**config.mk**
```make
export PLATFORM = sky130hd
export DESIGN_NAME = gpr_writeback
export DESIGN_NICKNAME = d
export VERILOG_FILES = /design/src/rtl/gpr_writeback.sv
export SDC_FILE = /design/constraint.sdc
export NUM_CORES = 2
export LEC_CHECK = 0
export CAP_MARGIN = 20
export CORE_AREA = 2 2 474 476
export CTS_CLUSTER_SIZE = 24
export DETAILED_ROUTE_END_ITERATION = 10
export DIE_AREA = 0 0 476 478
export MAX_ROUTING_LAYER = met4
export PLACE_DENSITY_LB_ADDON = 0.3
export SLEW_MARGIN = 10
export SYNTH_ARGS = -nofsm -noshare
export SYNTH_HDL_FRONTEND = slang
export SYNTH_SLANG_ARGS = --single-unit
```
**constraint.sdc**
```tcl
create_clock -name clk -period 4.39 [get_ports clk]
set_clock_uncertainty 0.05 [all_clocks]
set_input_delay 0.6585 -clock clk [delete_from_list [all_inputs] [get_ports clk]]
set_output_delay 0.6585 -clock clk [all_outputs]
set_load 0.01 [all_outputs]
```
**src/rtl/gpr_writeback.sv**
```systemverilog
// GPR file write side: owns the 32x32 array, commits up to three writes per cycle,
// forwards same-cycle writes to decode and interlocks decode on outstanding loads.
module gpr_writeback #(
  parameter int unsigned LOAD_LAT = 2,
  parameter int unsigned NREG     = 32
) (
  input  logic                      clk,
  input  logic                      rstn,
  input  logic                      wb_u_flag,
  input  logic [4:0]                wb_u_rt,
  input  logic [31:0]               wb_u_data,
  input  logic                      wb_l_flag,
  input  logic [4:0]                wb_l_rt,
  input  logic [31:0]               wb_l_data,
  input  logic                      ld_issue_valid,
  input  logic [4:0]                ld_issue_rt,
  input  logic [31:0]               ld_data,
  input  logic                      dec_valid,
  input  logic [14:0]               dec_src_u,
  input  logic [14:0]               dec_src_l,
  output logic [NREG-1:0][31:0]     gpr_rd,
  output logic                      interlock,
  output logic [NREG-1:0]           pending,
  output logic [31:0]               stall_cnt
);

  localparam int unsigned DW = 32;
  localparam int unsigned RW = 5;

  typedef struct packed {
    logic          v;
    logic [RW-1:0] rt;
  } ld_tag_t;

  ld_tag_t                tag_q [LOAD_LAT];
  logic [NREG-1:0][DW-1:0] array_q;
  logic [NREG-1:0]        pending_q, pending_d;
  logic [DW-1:0]          stall_cnt_q, stall_cnt_d;
  logic                   ld_ret;
  logic [RW-1:0]          ret_rt;

  assign ld_ret = tag_q[LOAD_LAT-1].v;
  assign ret_rt = tag_q[LOAD_LAT-1].rt;

  // Load tag pipe: one stage per cycle of memory latency, never stalls
  always_ff @(posedge clk) begin
    if (!rstn) begin
      tag_q[0] <= '0;
    end else begin
      tag_q[0] <= '{v: ld_issue_valid, rt: ld_issue_rt};
    end
  end

  for (genvar s = 1; s < LOAD_LAT; s++) begin : g_tag_pipe
    always_ff @(posedge clk) begin
      if (!rstn) begin
        tag_q[s] <= '0;
      end else begin
        tag_q[s] <= tag_q[s-1];
      end
    end
  end

  // Forwarded read view; later assignments win, giving L > U > M
  always_comb begin
    for (int r = 0; r < NREG; r++) begin
      gpr_rd[r] = array_q[r];
      if (ld_ret && ret_rt == RW'(r))       gpr_rd[r] = ld_data;
      if (wb_u_flag && wb_u_rt == RW'(r))   gpr_rd[r] = wb_u_data;
      if (wb_l_flag && wb_l_rt == RW'(r))   gpr_rd[r] = wb_l_data;
    end
  end

  // The array simply captures the forwarded view every cycle
  always_ff @(posedge clk) begin
    if (!rstn) begin
      array_q <= '0;
    end else begin
      array_q <= gpr_rd;
    end
  end

  // Scoreboard: issue beats return, return/ALU write clears
  always_comb begin
    pending_d = pending_q;
    for (int r = 0; r < NREG; r++) begin
      if ((wb_u_flag && wb_u_rt == RW'(r)) || (wb_l_flag && wb_l_rt == RW'(r)))
        pending_d[r] = 1'b0;
      if (ld_ret && ret_rt == RW'(r))
        pending_d[r] = 1'b0;
      if (ld_issue_valid && ld_issue_rt == RW'(r))
        pending_d[r] = 1'b1;
    end
  end

  always_ff @(posedge clk) begin
    if (!rstn) begin
      pending_q <= '0;
    end else begin
      pending_q <= pending_d;
    end
  end

  assign pending = pending_q;

  // A source stalls only if pending and not being returned this very cycle
  function automatic logic src_blocked(input logic [RW-1:0] src);
    return pending_q[src] & ~(ld_ret & (ret_rt == src));
  endfunction

  always_comb begin
    interlock = 1'b0;
    if (dec_valid) begin
      interlock = src_blocked(dec_src_u[14:10]) | src_blocked(dec_src_u[9:5]) |
                  src_blocked(dec_src_u[4:0])   | src_blocked(dec_src_l[14:10]) |
                  src_blocked(dec_src_l[9:5])   | src_blocked(dec_src_l[4:0]);
    end
  end

  // Saturating stall counter
  always_comb begin
    stall_cnt_d = stall_cnt_q;
    if (interlock && stall_cnt_q != '1) stall_cnt_d = stall_cnt_q + DW'(1);
  end

  always_ff @(posedge clk) begin
    if (!rstn) begin
      stall_cnt_q <= '0;
    end else begin
      stall_cnt_q <= stall_cnt_d;
    end
  end

  assign stall_cnt = stall_cnt_q;

endmodule

```
# Word level (Yosys, flattened, before mapping)
# Memory sizes are Yosys's and may differ from the RTL's.
# Index checks and enable logic that the tools add are counted.
# word_totals
reg_bits	1088
ramBits	12
inputBits	147
output_inout_bits	1089
elab_cells	635
memories	1
# classes
n_addsub	1
order_cmp	6
eq_ne	131
n_mux	209
n_bitwise	25
reduce_logical	197
# mem_list
memory	words	word_bits	rd	rd_clocked_by_memory_dff	write_ports	line	source
tag_q	2	6	2	0	2	35	ld_tag_t tag_q [LOAD_LAT];
# ops
operator	count
2-to-1 mux 32 bit	96
equality test 5 bit, second input constant	64
equality test 5 x 4 -> 1 bit, second input constant	32
logical AND 1 bit	129
2-to-1 mux 1 bit	105
nonzero test 3 bit	32
equality test 5 x 3 -> 1 bit, second input constant	16
equality test 5 x 2 -> 1 bit, second input constant	8
< comparator 5 x 6 -> 1 bit, second input constant	6
adder 32 x 1 -> 32 bit, second input constant	1
logical OR 1 bit	32
!= test 32 bit, second input constant	1
binary-select mux 1 bit (select 5 bit)	6
equality test 5 bit	6
equality test 5 x 1 -> 1 bit, second input constant	4
zero test 5 bit	4
bitwise AND 1 bit	12
2-to-1 mux 6 bit	2
OR 1 bit	7
NOT 1 bit	6

# Longest topological paths before layout
# depth
ltp_word	11
ltp_mapped	11
ltp_nobuf	8

# Least setup slack after synthesis
# No wires, ideal clock.
# synth_path
path_kind	input port to output port
start	input dec_src_l[7]
end	output interlock
arrival_time_ps	2785
t_required_ps	3682
slack_ps	896
path_stages	9
n_path_buf	3
path_cell_list	clkbuf_1 > mux4_2 > mux4_2 > mux2_2 > a21oi_1 > and2_4 > buf_4 > buf_6 > nor2_1
# synth_between
elab_chain_cells	7
elab_cells_between_ends	9
classes_between	eq/ne: 1; mux: 3; bitwise: 5
# synth_lines
element	line	source
start, declared	20	input logic [14:0] dec_src_l,
parallel branches: the longest is 3 deep, another holds binary-select mux 1 bit (select 5 bit)	--	
bitwise AND 1 bit (*)	108	return pending_q[src] & ~(ld_ret & (ret_rt == src));
OR 1 bit (*)	115	src_blocked(dec_src_u[4:0]) | src_blocked(dec_src_l[14:10]) |
OR 1 bit (*)	116	src_blocked(dec_src_l[9:5]) | src_blocked(dec_src_l[4:0]);
2-to-1 mux 1 bit (*)	113	if (dec_valid) begin
end, declared	22	output logic interlock,
# Every way passes the cells marked *. The select of a mux whose other input is x is not followed.

==> results.toml <==
[status]
status = "finished, final reports clean"

[flow_run]
drv_cap = 0

[route]
avgViaCountPerCell = 5.60
drt_iter0_drc = 8703
drt-total-wl_um = 390000
drc = 0
route.vias.total = 67400
firstDrtPassIters = 6
wl_per_cell_um = 32.5
ant_nets = 0

[power_and_ir_drop]
ir_worst_vdd_uv = 404
p_per_area_nw_per_um2 = 292
power_leakage_uw = 0.0405

[worst_hold_path]
worstHoldStart = "rstn"
hold_depth = 2
whs_endpoint = "array_q[762]"
hp-class = "in -> reg"

[grt]
grt.overflow.total = 0
grt_max_degree = 235
busiest_layer = "met2"
grt_pass1_vias = 62500
grt_usage_pct = 33.7
antenna_found_initial = 47
grt_util_met3_pct = 9.36
met1_usage_pct = 40.9
grt_pass1_wl_um = 523000
grtUsageMet2_pct = 49.0

[die]
io_pins = 1236
fp.dieArea_um2 = 228000
die_y_um = 478
die_w_um = 476
initial_utilization_pct = 29.8
core-area_um2 = 223000
fp-row-count = 174

[timing]
relSlewSlack_pct = 10.1
fin_crit_ns = 4.35
tightest_slew_ns = 1.35
rsz0062_at_grt = "yes"
setup_viol = 0
hold_violations = 0
fin_crit_sh_pct = 99.2
max_freq_mhz = 230
final_max_slew_viol_count = 0

[synth]
synthArstFlopShare_pct = 0
synth-edff-count = 0
synth.distinct_cells = 49
ys_ff_latch = 1100
yosysSeqAreaShare_pct = 33.1
yosysWarnings = 0
syn_area_per_cell_um2 = 8.32
synthCells = 7990
synth_flop_cell = "dfxtp_1"
syn_nets = 8138
syn_area_um2 = 66500

[worst_setup_path]
worstPathRequired_ns = 3.68
crit_chain = "clkdlybuf4s50_1, nand2_1, buf_4, nor2_1, buf_4, nand3_2, buf_12, nand2_1, o21ai_0, o21ai_0, clkdlybuf4s50_1"
r2r_slack_ns = 0.97
cp-startpoint = "wb_u_flag"
critPathCaptureType = "output port"
reg2reg_from = "stall_cnt[3]"
r2r_cells = 8
crit_path_start_kind = "input pin"
slowest_stage = "clkdlybuf4s50_1"
crit_type = "in -> out"
critPathArrivalTime_ns = 3.64
crit_fanout = 50
max_stage_delay_ns = 0.63
r2r_end = "stall_cnt[20]"

[placed_design]
routabilityCongestion = 0.932
portBuffers = 1235
dp_hpwl_um = 260000
dpl_cell_area_um2 = 84400
dp.cells = 11700

[clock_tree]
cts-buffers-inserted = 140
cts_root_buf = "clkbuf_16"
htreeDepth = 4
cts_buffer_depth = 3
cts_tree = "yes"
cts_sinks = 1100
clk_latency_ns = 0.81
ctsHoldBuffers = 0
clk_pin_slew_ns = 0.06

[layout]
drive_gt1_share_pct = 18.3
nFillCells = 22000
layout.nets = 9055
area_delta_synth_final_pct = 34.9
design_area_um2 = 89700
stdcell_count = 12000
worst max-delay path by stage:
stage / endpoint / slack, ns / cells after the start
floorplan: interlock / 0.90 / 9
global placement: gpr_rd[442] / -0.06 / 9
detailed placement: gpr_rd[442] / -0.09 / 9
CTS: gpr_rd[55] / 0.01 / 9
global route: gpr_rd[660] / -0.01 / 8
finish: gpr_rd[1001] / 0.04 / 11
state kept, by name, indices dropped and copies added, names as in the netlist:
register and flops:
stall_cnt 32, pending 32, tag_q 12, array_q 1024
Yosys cell counts, types with 24 or more instances:
cell type | instances | area share, %
nand3_1 | 44 | 0.33
mux4_2 | 44 | 1.5
o21ai_0 | 750 | 5.6
buf_1 | 73 | 0.41
nand2_1 | 821 | 4.6
nand2b_1 | 30 | 0.28
xor2_1 | 24 | 0.32
and2_1 | 1041 | 9.8
a21o_1 | 128 | 1.4
mux2i_1 | 1065 | 16
buf_2 | 78 | 0.59
a21oi_1 | 430 | 3.2
dfxtp_1 | 1100 | 33
nor2_1 | 585 | 3.3
a211oi_1 | 132 | 1.5
mux2_2 | 675 | 11
clkbuf_1 | 765 | 4.3
where the power goes:
group / switching, uW / internal, uW / total, uW
Combinational: 2510 / 1430 / 3940
Sequential: 71.7 / 10200 / 10300
Clock: 5180 / 6830 / 12000
cell type report:
type | instances | area (um^2) | area share (%)
Multi-Input combinational cell | 5958 | 41500 | 46.3
Sequential cell | 1100 | 22000 | 24.6
Timing Repair Buffer | 1697 | 17700 | 19.7
Clock buffer | 205 | 3990 | 4.45
Tap cell | 2992 | 3740 | 4.17
Clock inverter | 40 | 611 | 0.681
Antenna cell | 21 | 52.6 | 0.0586
Inverter | 10 | 37.5 | 0.0419
routing by layer:
metal	vias up	share of wire (%)
met5	-	0
met4	0	7.5
met3	1224	11
met2	4671	43
met1	32400	39
li1	29000	-
critical path: cells and delay by family:
kind / cells / cell delay [ns]
buffers and inverters: 5 / 1.88
and+or+nand+nor: 4 / 0.59
AOI/OAI and AO/OA: 2 / 0.45
kinds of logic after synthesis:
kind of cell / count (synthesis) / share of synthesized area (%)
adders and majority gates: 1 / 0.0188
DFF: 1100 / 33.1
muxes: 1784 / 29.0
AOI/OAI and AO/OA: 1475 / 12.2
xor gates and xnor gates: 31 / 0.408
buffers and inverters: 932 / 5.46
and+or+nand+nor: 2667 / 19.8
metrics by stage:
step / worst slack (ns) / utilization, % / TNS [ns] / hold slack (ns) / total power, uW
after global placement: -0.0573 / 37.8 / -0.223 / 0.363 / 14200
after global routing: -0.0128 / 40.2 / -0.0248 / 0.158 / 26700
after CTS: 0.00950 / 40.1 / 0 / 0.142 / 26200
final: 0.0369 / 40.2 / 0 / 0.217 / 26200
after detailed placement: -0.0942 / 37.8 / -0.289 / 0.376 / 14300
after floorplan: 0.896 / - / 0 / 0.362 / 12000
placed cells by master (no fill, tap or decap), drive strengths merged, types with 10 or more instances in the layout:
master and n:
clkbuf 205, clkdlybuf4s50 1087, dlygate4sd2 22, clkinv 21, mux2 675, nor2b 19, a21o 128, nand4b 13
nor4 14, nand3b 12, nor2 585, diode 21, nand2b 30, and2 1043, nand4 12, dfxtp 1100
or2 21, buf 562, or3 14, mux4 44, o21ai 750, xor2 24, mux2i 1065, nand2 821
dlymetal6s2s 24, and3 10, nand3 44, nor3 14, a211oi 132, inv 19, a21oi 430
timing repair:
| item | in CTS | in global routing |
|---|---|---|
| pin swaps | 6 | 5 |
| gates cloned | 2 | 0 |
| buffers inserted | 8 | 11 |
| endpoints found under the setup margin | 746 | 239 |
| resized for setup | 110 | 66 |
(Power assumes the default switching activity.)
